[src/rtl/mini_core_pkg.sv]
// Shared types and constants for the mini core data-memory path.
// The arbiter, its bus interface and the bench all import this package.
package mini_core_pkg;

  localparam int DMEM_BE_W  = 4;
  localparam int STARVE_W   = 4;
  localparam int DMEM_DW    = 32;

  // Records who owns the SRAM read data that arrives one cycle after a grant.
  typedef enum logic [1:0] {
    OWN_NONE    = 2'd0,
    OWN_CORE_RD = 2'd1,
    OWN_EXT     = 2'd2
  } t_dmem_owner;

  function automatic logic [STARVE_W-1:0] sat_inc(input logic [STARVE_W-1:0] v);
    sat_inc = (v == {STARVE_W{1'b1}}) ? v : v + 1'b1;
  endfunction

endpackage

[src/rtl/mini_core_dmem_arb_if.sv]
// Bus bundle for the data-memory arbiter: core port, external port, SRAM port
// and arbiter debug state. "slave" is the arbiter view, "master" the environment view.
interface mini_core_dmem_arb_if #(
  parameter int MEM_AW = 12
);
  import mini_core_pkg::*;

  // Core Q103H request side
  logic                  CoreRdEnQ103H;
  logic                  CoreWrEnQ103H;
  logic [31:0]           CoreAddrQ103H;
  logic [31:0]           CoreWrDataQ103H;
  logic [DMEM_BE_W-1:0]  CoreByteEnQ103H;
  logic                  DMemReady;
  logic [31:0]           CoreRdDataQ104H;

  // External requester: ExtReq/ExtWrEn/ExtAddr/ExtWrData/ExtByteEn are held stable
  // until ExtGnt is seen high; ExtGnt high in a cycle means the access was taken in
  // that cycle, and ExtRspValid pulses exactly one cycle later for reads and writes.
  logic                  ExtReq;
  logic                  ExtWrEn;
  logic [31:0]           ExtAddr;
  logic [31:0]           ExtWrData;
  logic [DMEM_BE_W-1:0]  ExtByteEn;
  logic                  ExtGnt;
  logic                  ExtRspValid;
  logic [31:0]           ExtRdData;

  // Single-port SRAM
  logic                  MemEn;
  logic                  MemWrEn;
  logic [MEM_AW-1:0]     MemAddr;
  logic [31:0]           MemWrData;
  logic [DMEM_BE_W-1:0]  MemByteEn;
  logic [31:0]           MemRdData;

  // Debug view of internal state
  logic [STARVE_W-1:0]   StarveCntDbg;
  t_dmem_owner           RspOwnDbg;

  modport slave (
    input  CoreRdEnQ103H, CoreWrEnQ103H, CoreAddrQ103H, CoreWrDataQ103H, CoreByteEnQ103H,
    output DMemReady, CoreRdDataQ104H,
    input  ExtReq, ExtWrEn, ExtAddr, ExtWrData, ExtByteEn,
    output ExtGnt, ExtRspValid, ExtRdData,
    output MemEn, MemWrEn, MemAddr, MemWrData, MemByteEn,
    input  MemRdData,
    output StarveCntDbg, RspOwnDbg
  );

  modport master (
    output CoreRdEnQ103H, CoreWrEnQ103H, CoreAddrQ103H, CoreWrDataQ103H, CoreByteEnQ103H,
    input  DMemReady, CoreRdDataQ104H,
    output ExtReq, ExtWrEn, ExtAddr, ExtWrData, ExtByteEn,
    input  ExtGnt, ExtRspValid, ExtRdData,
    input  MemEn, MemWrEn, MemAddr, MemWrData, MemByteEn,
    output MemRdData,
    input  StarveCntDbg, RspOwnDbg
  );

endinterface

[src/rtl/mini_core_dmem_arb.sv]
// Arbiter/sequencer for the single-port data SRAM shared by the core memory stage
// and an external port; the core has priority, a starvation counter bounds ext waits.
module mini_core_dmem_arb
  import mini_core_pkg::*;
#(
  parameter int MEM_AW         = 12,
  parameter int MAX_CORE_BURST = 4
) (
  input  logic                  Clock,
  input  logic                  RstN,
  mini_core_dmem_arb_if.slave   bus
);

  logic                 core_req;
  logic                 ext_win;
  logic                 core_gnt;
  logic                 ext_gnt;

  logic [STARVE_W-1:0]  starve_cnt_q, starve_cnt_d;
  t_dmem_owner          rsp_own_q,    rsp_own_d;
  logic                 ext_wr_last_q, ext_wr_last_d;
  logic [31:0]          core_rd_data_q, core_rd_data_d;
  logic [31:0]          ext_rd_data_q,  ext_rd_data_d;

  // Address bits above the SRAM word index are deliberately dropped (aliasing).
  logic unused_addr_bits;
  assign unused_addr_bits = ^{bus.CoreAddrQ103H[31:MEM_AW+2], bus.CoreAddrQ103H[1:0],
                              bus.ExtAddr[31:MEM_AW+2],       bus.ExtAddr[1:0]};

  always_comb begin
    core_req = bus.CoreRdEnQ103H | bus.CoreWrEnQ103H;
    ext_win  = bus.ExtReq &
               (!core_req | (starve_cnt_q >= STARVE_W'(MAX_CORE_BURST)));
    ext_gnt  = ext_win;
    core_gnt = core_req & !ext_win;

    bus.DMemReady = !core_req | core_gnt;
    bus.ExtGnt    = ext_gnt;
  end

  // SRAM mux: idle cycles drive all-zero so the SRAM pins are quiet.
  always_comb begin
    bus.MemEn     = core_gnt | ext_gnt;
    bus.MemWrEn   = 1'b0;
    bus.MemAddr   = '0;
    bus.MemWrData = '0;
    bus.MemByteEn = '0;
    if (core_gnt) begin
      bus.MemWrEn   = bus.CoreWrEnQ103H;
      bus.MemAddr   = bus.CoreAddrQ103H[MEM_AW+1:2];
      bus.MemWrData = bus.CoreWrDataQ103H;
      bus.MemByteEn = bus.CoreByteEnQ103H;
    end else if (ext_gnt) begin
      bus.MemWrEn   = bus.ExtWrEn;
      bus.MemAddr   = bus.ExtAddr[MEM_AW+1:2];
      bus.MemWrData = bus.ExtWrData;
      bus.MemByteEn = bus.ExtByteEn;
    end
  end

  always_comb begin
    starve_cnt_d = starve_cnt_q;
    if (ext_gnt || !bus.ExtReq) begin
      starve_cnt_d = '0;
    end else if (core_gnt) begin
      starve_cnt_d = sat_inc(starve_cnt_q);
    end

    rsp_own_d = OWN_NONE;
    if (core_gnt && bus.CoreRdEnQ103H) begin
      rsp_own_d = OWN_CORE_RD;
    end else if (ext_gnt) begin
      rsp_own_d = OWN_EXT;
    end

    ext_wr_last_d = ext_wr_last_q;
    if (ext_gnt) begin
      ext_wr_last_d = bus.ExtWrEn;
    end
  end

  // The SRAM output register is the first Q104H stage: the response cycle shows
  // MemRdData directly, and the _q copies hold it through later cycles and freezes.
  always_comb begin
    core_rd_data_d = core_rd_data_q;
    if (rsp_own_q == OWN_CORE_RD) begin
      core_rd_data_d = bus.MemRdData;
    end

    ext_rd_data_d = ext_rd_data_q;
    if (rsp_own_q == OWN_EXT && !ext_wr_last_q) begin
      ext_rd_data_d = bus.MemRdData;
    end

    bus.CoreRdDataQ104H = core_rd_data_d;
    bus.ExtRdData       = ext_rd_data_d;
    bus.ExtRspValid     = (rsp_own_q == OWN_EXT);
    bus.StarveCntDbg    = starve_cnt_q;
    bus.RspOwnDbg       = rsp_own_q;
  end

  always_ff @(posedge Clock or negedge RstN) begin
    if (!RstN) begin
      starve_cnt_q   <= '0;
      rsp_own_q      <= OWN_NONE;
      ext_wr_last_q  <= 1'b0;
      core_rd_data_q <= '0;
      ext_rd_data_q  <= '0;
    end else begin
      starve_cnt_q   <= starve_cnt_d;
      rsp_own_q      <= rsp_own_d;
      ext_wr_last_q  <= ext_wr_last_d;
      core_rd_data_q <= core_rd_data_d;
      ext_rd_data_q  <= ext_rd_data_d;
    end
  end

endmodule

[src/flat_wrapper.sv]
// flat-port wrapper written by rule: the top's interface ports become plain ports
module mini_core_dmem_arb_flat import mini_core_pkg::*;
#(
  parameter int MEM_AW         = 12,
  parameter int MAX_CORE_BURST = 4
)
  (Clock, RstN, bus_CoreRdEnQ103H, bus_CoreWrEnQ103H, bus_CoreAddrQ103H, bus_CoreWrDataQ103H, bus_CoreByteEnQ103H, bus_DMemReady, bus_CoreRdDataQ104H, bus_ExtReq, bus_ExtWrEn, bus_ExtAddr, bus_ExtWrData, bus_ExtByteEn, bus_ExtGnt, bus_ExtRspValid, bus_ExtRdData, bus_MemEn, bus_MemWrEn, bus_MemAddr, bus_MemWrData, bus_MemByteEn, bus_MemRdData, bus_StarveCntDbg, bus_RspOwnDbg);
  mini_core_dmem_arb_if #(.MEM_AW(MEM_AW)) bus_i ();
  input  logic Clock;
  input  logic RstN;
  input wire logic [$bits(bus_i.CoreRdEnQ103H)-1:0] bus_CoreRdEnQ103H;
  input wire logic [$bits(bus_i.CoreWrEnQ103H)-1:0] bus_CoreWrEnQ103H;
  input wire logic [$bits(bus_i.CoreAddrQ103H)-1:0] bus_CoreAddrQ103H;
  input wire logic [$bits(bus_i.CoreWrDataQ103H)-1:0] bus_CoreWrDataQ103H;
  input wire logic [$bits(bus_i.CoreByteEnQ103H)-1:0] bus_CoreByteEnQ103H;
  output wire logic [$bits(bus_i.DMemReady)-1:0] bus_DMemReady;
  output wire logic [$bits(bus_i.CoreRdDataQ104H)-1:0] bus_CoreRdDataQ104H;
  input wire logic [$bits(bus_i.ExtReq)-1:0] bus_ExtReq;
  input wire logic [$bits(bus_i.ExtWrEn)-1:0] bus_ExtWrEn;
  input wire logic [$bits(bus_i.ExtAddr)-1:0] bus_ExtAddr;
  input wire logic [$bits(bus_i.ExtWrData)-1:0] bus_ExtWrData;
  input wire logic [$bits(bus_i.ExtByteEn)-1:0] bus_ExtByteEn;
  output wire logic [$bits(bus_i.ExtGnt)-1:0] bus_ExtGnt;
  output wire logic [$bits(bus_i.ExtRspValid)-1:0] bus_ExtRspValid;
  output wire logic [$bits(bus_i.ExtRdData)-1:0] bus_ExtRdData;
  output wire logic [$bits(bus_i.MemEn)-1:0] bus_MemEn;
  output wire logic [$bits(bus_i.MemWrEn)-1:0] bus_MemWrEn;
  output wire logic [$bits(bus_i.MemAddr)-1:0] bus_MemAddr;
  output wire logic [$bits(bus_i.MemWrData)-1:0] bus_MemWrData;
  output wire logic [$bits(bus_i.MemByteEn)-1:0] bus_MemByteEn;
  input wire logic [$bits(bus_i.MemRdData)-1:0] bus_MemRdData;
  output wire logic [$bits(bus_i.StarveCntDbg)-1:0] bus_StarveCntDbg;
  output wire logic [$bits(bus_i.RspOwnDbg)-1:0] bus_RspOwnDbg;
  assign bus_i.CoreRdEnQ103H = bus_CoreRdEnQ103H;
  assign bus_i.CoreWrEnQ103H = bus_CoreWrEnQ103H;
  assign bus_i.CoreAddrQ103H = bus_CoreAddrQ103H;
  assign bus_i.CoreWrDataQ103H = bus_CoreWrDataQ103H;
  assign bus_i.CoreByteEnQ103H = bus_CoreByteEnQ103H;
  assign bus_DMemReady = bus_i.DMemReady;
  assign bus_CoreRdDataQ104H = bus_i.CoreRdDataQ104H;
  assign bus_i.ExtReq = bus_ExtReq;
  assign bus_i.ExtWrEn = bus_ExtWrEn;
  assign bus_i.ExtAddr = bus_ExtAddr;
  assign bus_i.ExtWrData = bus_ExtWrData;
  assign bus_i.ExtByteEn = bus_ExtByteEn;
  assign bus_ExtGnt = bus_i.ExtGnt;
  assign bus_ExtRspValid = bus_i.ExtRspValid;
  assign bus_ExtRdData = bus_i.ExtRdData;
  assign bus_MemEn = bus_i.MemEn;
  assign bus_MemWrEn = bus_i.MemWrEn;
  assign bus_MemAddr = bus_i.MemAddr;
  assign bus_MemWrData = bus_i.MemWrData;
  assign bus_MemByteEn = bus_i.MemByteEn;
  assign bus_i.MemRdData = bus_MemRdData;
  assign bus_StarveCntDbg = bus_i.StarveCntDbg;
  assign bus_RspOwnDbg = bus_i.RspOwnDbg;
  mini_core_dmem_arb #(.MEM_AW(MEM_AW), .MAX_CORE_BURST(MAX_CORE_BURST)) u_core (.Clock(Clock), .RstN(RstN), .bus(bus_i));
endmodule
[config.mk]
export PLATFORM = sky130hd
export DESIGN_NAME = mini_core_dmem_arb_flat
export DESIGN_NICKNAME = d
export VERILOG_FILES = /design/src/rtl/mini_core_pkg.sv /design/src/rtl/mini_core_dmem_arb_if.sv /design/src/rtl/mini_core_dmem_arb.sv /design/src/flat_wrapper.sv
export SDC_FILE = /design/constraint.sdc
export NUM_CORES = 1
export LEC_CHECK = 0
export CORE_AREA = 2 2 115 117
export CTS_CLUSTER_SIZE = 30
export DETAILED_ROUTE_END_ITERATION = 8
export DIE_AREA = 0 0 117 119
export PLACE_DENSITY = 0.79
export SETUP_SLACK_MARGIN = 0.2
export SYNTH_ARGS = -nofsm -noshare
export SYNTH_HDL_FRONTEND = slang
export SYNTH_SLANG_ARGS = --single-unit
export TNS_END_PERCENT = 1
[constraint.sdc]
create_clock -name Clock -period 1.6 [get_ports Clock]
set_input_delay 0.24 -clock Clock [delete_from_list [all_inputs] [get_ports Clock]]
set_output_delay 0.24 -clock Clock [all_outputs]
set_load 0.02 [all_outputs]
==> flow_metrics.tcl, run 1 <==
set metrics [dict create \
    status "finished, violations left" \
    failed_checks "negative setup slack" \
    num_antenna_cells 0 \
    synth_top_cell_by_area "dfrtp_1" \
    avgRoutedWirePerCell_um 17.90 \
    ios 297 \
    start_kind "register" \
    synth_area_per_cell_sq_um 11.18 \
    drt-initial-drc-count 154 \
    synth_top_area_share_pct 55.00 \
    async_flop_share_pct 100.0 \
    area.sequential_sq_mm 0.001782 \
    drc 0 \
    slew_violations 0 \
    synth_compound_area_share_pct 13.90 \
    worstPathCellList "or2_4, o21a_4, buf_6, buf_16, a22o_1, buf_2" \
    numCtsBuffers 9 \
    synth_top_family_by_area "compound AO/OA/AOI/OAI gates" \
    path_clk_slew_ns 0.06 \
    grt_pass1_wl_um 20470 \
    ff2ff_path_depth 5 \
    synth-xor-area-share_pct 0 \
    dr.pass1.iters 3 \
    slowest_delay_ns 0.39 \
    pre_cts_ws_ns -0.8418 \
    grt_overflow 0 \
    grt_pass1_vias 3704 \
    rsz0062_at_grt "true" \
    finalHoldViolCount 0 \
    routed_via_density 4.452 \
    netlist_area_sq_mm 0.003231 \
    synthAdderAreaFrac_pct 0.3873 \
    post_layout_nonfiller_instances 772 \
    track_usage_pct 19.51 \
    yosysMostFrequentCell "nand2_1" \
    place.gp.congestion 0.8620 \
    synth_common_cells "nand2_1, dfrtp_1, a22o_1" \
    worstSkewPairLatency_ns 0.32 \
    num_rows 42 \
    fin_crit_sh_pct 134.2 \
    cts-root-buf "clkbuf_16" \
    max_freq_ghz 0.4656 \
    fp.dieH_um 119 \
    p_per_area_mw_per_mm2 1042 \
    layout-drive-gt1-share_pct 52.52 \
    irDropWorstVdd_mv 0.4345 \
    initial_core_util_pct 25.09 \
    worstPathArrival_ns 1.91 \
    setup_tns_ns -45.32 \
    multi_input_area_sq_mm 0.001866 \
    hp-class "input pin to async pin" \
    cp_top_family "compound AO/OA/AOI/OAI gates" \
    min_period_ns 2.148 \
    syn_to_final_growth_pct 127.1 \
    synth_ff_type "dfrtp_1" \
    port_buffers 256 \
    die_w_um 117 \
    setup_ws_ns -0.5476 \
    syn-num-nets 464 \
    setup_viol 116 \
    fp.coreArea_sq_mm 0.01287 \
    die_area_sq_mm 0.01392 \
    ant_nets 0 \
    fill_cells 1064 \
    cts.sinks 71 \
    fin_util_pct 57.00 \
    ys_ff_latch 71 \
    relSlewSlack_pct 61.72 \
    num_vias 3437 \
    whs_ns 0.4674 \
    yosys.area_share.simple_pct 13.56 \
    required_ns 1.36 \
    crit_cells 6 \
    p_leak_nw 3.501 \
    crit_slowest_cell "dfrtp_2" \
    grt_max_degree 47 \
    cts_max_level 3 \
    finalNetCount 767 \
    cts_buffer_depth 2 \
    synthCells 289 \
    drt_wl_total_um 13820 \
    synth_cell_types 22 \
    ys_warn_count 0 \
    skew_ns 0.005631 \
    synth.yosys.seq_area_share_pct 55.00 \
    synth_edf_count 0 \
    muxShareOfSynthArea_pct 11.85 \
    end_kind "output port" \
    antenna_found_initial 0 \
    place_hpwl_um 10680 \
    tritoncts "done" \
    worstPathMaxFanout 13 \
    maxCapViolations 0 \
    synth.area.top_cells "dfrtp_1, a22o_1, nand2_1" \
    dp_cells 740 \
    path_class "register to output port" \
    worstPathBufferInverterCount 3 \
    worst_pin_slew_ns 0.5743 \
]
==> path summary, 6_finish.rpt <==
kind	slack (ns)	endpoint	from
worst max-delay path	-0.55	bus_MemAddr[8]	u_core.bus.StarveCntDbg[2]$_DFFE_PN0P_
worst min-delay path	0.47	u_core.core_rd_data_q[10]$_DFF_PN0_	RstN
worst max register to register	0.02	u_core.ext_wr_last_q$_DFFE_PN0N_	u_core.bus.StarveCntDbg[2]$_DFFE_PN0P_
worst min register to register	0.47	u_core.bus.StarveCntDbg[0]$_DFFE_PN0P_	u_core.bus.StarveCntDbg[0]$_DFFE_PN0P_
max in group asynchronous	0.63	u_core.core_rd_data_q[11]$_DFF_PN0_	RstN
min in group Clock	0.47	u_core.bus.StarveCntDbg[0]$_DFFE_PN0P_	u_core.bus.StarveCntDbg[0]$_DFFE_PN0P_
==> cell type report <==
type                    instances  area share [%]
repair buffers                314           43.89
multi-input cells             196           25.42
clock buffers                  13           3.274
well taps                     176           3.001
clock inverters                 2          0.1364
flip-flops and latches         71           24.28
==> layout by cell type, fill, tap and decap left out <==
cell type,count
nor2b_1,1
nand2_1,49
dlygate4sd3_1,1
a22o_1,15
o21a_4,1
clkbuf_16,10
clkdlybuf4s15_2,1
dfrtp_1,67
a22o_4,33
clkdlybuf4s50_1,131
buf_16,4
or2_4,1
a21oi_4,1
clkinv_2,2
o21ai_0,1
dfrtp_2,4
o21a_1,1
buf_8,1
clkbuf_1,4
buf_12,15
dlygate4sd2_1,5
nand2_2,47
dlymetal6s2s_1,1
mux2_4,34
buf_4,53
nor2b_4,3
nor2_2,1
or3_1,1
buf_2,28
buf_6,72
ha_1,1
nor4b_1,1
nor2_1,1
and3_1,2
bufbuf_16,1
nand2b_4,1
conb_1,1
==> power by group <==
part	switching (mW)	internal, mW	total (mW)
combinational	1.67	1.94	3.61
sequential	0.137	2.20	2.34
clock	0.665	1.04	1.70
total	2.47	5.18	7.65
==> metal layers <==
| layer | GRT usage, % | share of wire (%) | vias up |
|---|---|---|---|
| met5 | 0 | 0 | - |
| met2 | 33.85 | 52 | 158 |
| met3 | 8.651 | 9.8 | 18 |
| li1 | - | - | 1605 |
| met4 | 5.368 | 1.8 | 0 |
| met1 | 21.40 | 36 | 1656 |
==> worst min-delay path: cells and delay by family <==
kind	cells	cell delay [ns]
buffers and inverters	3	0.93
==> through the flow <==
step | area (sq um) | total power, mW
2_1_floorplan | 3601 | 3.962
3_3_place_gp | 6693 | 5.729
3_5_place_dp | 6693 | 5.808
6_report | 7338 | 7.647
4_1_cts | 7108 | 7.490
5_1_grt | 7338 | 8.018
==> logic make-up after synthesis <==
kind of cell               Yosys count
and+or+nand+nor                    108
DFF                                 71
other                                1
AOI/OAI and AO/OA                   52
muxes                               34
adders and majority gates            1
buffers and inverters               22
==> timing repair <==
| item | in CTS | in global routing |
|---|---|---|
| endpoints found under the hold margin | 25 | 0 |
| hold buffers | 1 | 0 |
| gates cloned | 5 | 1 |
| setup buffers | 4 | 6 |
| pin swaps | 25 | 2 |
| setup endpoints to repair | 155 | 150 |
| gates resized for setup | 574 | 94 |
==> sequential cells by signal (all words and copies together) (netlist names) <==
| name | flops |
|---|---|
| u_core.ext_wr_last_q | 1 |
| u_core.core_rd_data_q | 32 |
| u_core.bus.StarveCntDbg | 4 |
| u_core.ext_rd_data_q | 32 |
| u_core.bus.RspOwnDbg | 2 |
(Power assumes the default switching activity.)
==> run 2: changes to the inputs <==
Settings changed: ABC_AREA set to 0, GPL_TIMING_DRIVEN set to 0.
==> run 2 against run 1 <==
The run still ends with negative setup slack left. Worst hold slack lost 0.41 ns. Power shrank 1.9%. Critical path depth grew 2. Global-route usage shrank 0.22 points. Critical path type unchanged. Clock skew shrank 0.0014 ns. Register-to-register slack lost 0.09 ns.
==> flow_metrics.tcl, run 2 (synthesis gave the netlist of run 1 again) <==
set metrics [dict create \
    final_cell_mix "clkdlybuf4s50_1, nand2_1, dfrtp_1" \
    worstPathArrival_ns 1.91 \
    drt_wl_total_um 13540 \
    p_leak_nw 3.268 \
    end_kind "output port" \
    layout-drive-gt1-share_pct 42.41 \
    maxCapViolations 0 \
    place.gp.congestion 0.8340 \
    final_common_cell "clkdlybuf4s50_1" \
    grt_pass1_wl_um 20000 \
    start_kind "register" \
    path_class "register to output port" \
    die_area_sq_mm 0.01392 \
    slew_violations 0 \
    skew_ns 0.004216 \
    dp_cells 721 \
    path_clk_slew_ns 0.05 \
    hp-class "input pin to async pin" \
    fin_crit_sh_pct 134.3 \
    num_rows 42 \
    status "finished, violations left" \
    cts_max_level 3 \
    rsz0062_at_grt "true" \
    relSlewSlack_pct 39.58 \
    cts_buffer_depth 2 \
    fin_util_pct 52.30 \
    required_ns 1.36 \
    grt_overflow 0 \
    post_layout_nonfiller_instances 749 \
    num_antenna_cells 0 \
    irDropWorstVdd_mv 0.5778 \
    whs_ns 0.05316 \
    cts_hold_buf 0 \
    drc 0 \
    pre_cts_ws_ns -1.002 \
    r2r-end "u_core.ext_rd_data_q[30]$_DFF_PN0_" \
    initial_core_util_pct 25.09 \
    track_usage_pct 19.29 \
    port_buffers 256 \
    r2r-start "u_core.bus.RspOwnDbg[1]$_DFF_PN0_" \
    grt_max_degree 72 \
    finalHoldViolCount 0 \
    fp.dieH_um 119 \
    cts-root-buf "clkbuf_16" \
    numCtsBuffers 9 \
    worst_pin_slew_ns 0.9063 \
    tritoncts "done" \
    ant_nets 0 \
    power_mw 7.500 \
    num_vias 3347 \
    finalNetCount 743 \
    place_hpwl_um 10770 \
    syn_to_final_growth_pct 108.4 \
    grt_pass1_vias 3629 \
    worstPathMaxFanout 5 \
    cts.sinks 71 \
    fp.coreArea_sq_mm 0.01287 \
    max_freq_ghz 0.4654 \
    failed_checks "negative setup slack" \
    min_period_ns 2.149 \
    ios 297 \
    rrSetupSlack_ns -0.07 \
    routed_via_density 4.469 \
    setup_viol 116 \
    dpl_cell_area_sq_mm 0.006381 \
    die_w_um 117 \
    finalInstanceArea_sq_mm 0.006734 \
    worstSkewPairLatency_ns 0.33 \
    setup_ws_ns -0.5489 \
    setup_tns_ns -48.75 \
    ff2ff_path_depth 8 \
    dr.pass1.iters 4 \
    antenna_found_initial 0 \
    p_per_area_mw_per_mm2 1114 \
    drt-initial-drc-count 144 \
    avgRoutedWirePerCell_um 18.07 \
]
run 2: repair_timing:
action | in CTS | in global routing
resized for setup | 612 | 42
buffers inserted | 10 | 0
cloned | 2 | 0
endpoints found under the setup margin | 184 | 148
pin swaps | 8 | 0
run 2: metal layers:
| layer | global-route usage, % | vias to the layer above | share of wire [%] | routed length [um] |
|---|---|---|---|---|
| met2 | 34.10 | 163 | 51 | 6957 |
| met3 | 8.448 | 11 | 10 | 1416 |
| met1 | 20.74 | 1615 | 37 | 4989 |
| met5 | 0 | - | 0 | 0 |
| met4 | 5.147 | 0 | 1.3 | 173 |
| li1 | - | 1558 | - | - |
run 2: power breakdown:
part	leakage (nW)	switching (mW)	internal, mW
clock network	0.142	0.701	1.12
logic	2.27	1.61	1.74
registers	0.856	0.128	2.20
run 2: worst max path at each step:
stage / from / end / slack [ns] / depth (start not counted)
5_1_grt: u_core.bus.RspOwnDbg[0]$_DFF_PN0_ / bus_ExtRdData[19] / -0.63 / 8
6_report: u_core.bus.RspOwnDbg[1]$_DFF_PN0_ / bus_ExtRdData[18] / -0.55 / 8
3_5_place_dp: bus_CoreWrEnQ103H / bus_MemAddr[11] / -1.00 / 7
4_1_cts: u_core.bus.RspOwnDbg[1]$_DFF_PN0_ / bus_ExtRdData[18] / -0.56 / 8
3_3_place_gp: RstN / u_core.bus.RspOwnDbg[0]$_DFF_PN0_ / -2.22 / 1
2_1_floorplan: u_core.bus.RspOwnDbg[0]$_DFF_PN0_ / bus_ExtRdData[0] / -0.08 / 5
run 2: final cells by class:
type | count | area (sq um)
multi-input cells | 196 | 1692
clock inverters | 4 | 20.02
plain buffers | 22 | 264.0
clock buffers | 12 | 256.5
flip-flops and latches | 71 | 1782
well taps | 176 | 220.2
fillers | 1136 | 6141
repair buffers | 268 | 2500
run 2: critical path: stages (launching register included):
cell and delay, ns:
dfrtp_2 0.40, nor2b_4 0.12, nor2b_4 0.12, buf_6 0.13
buf_12 0.13, buf_12 0.12, buf_12 0.13, mux2_4 0.31
buf_6 0.14
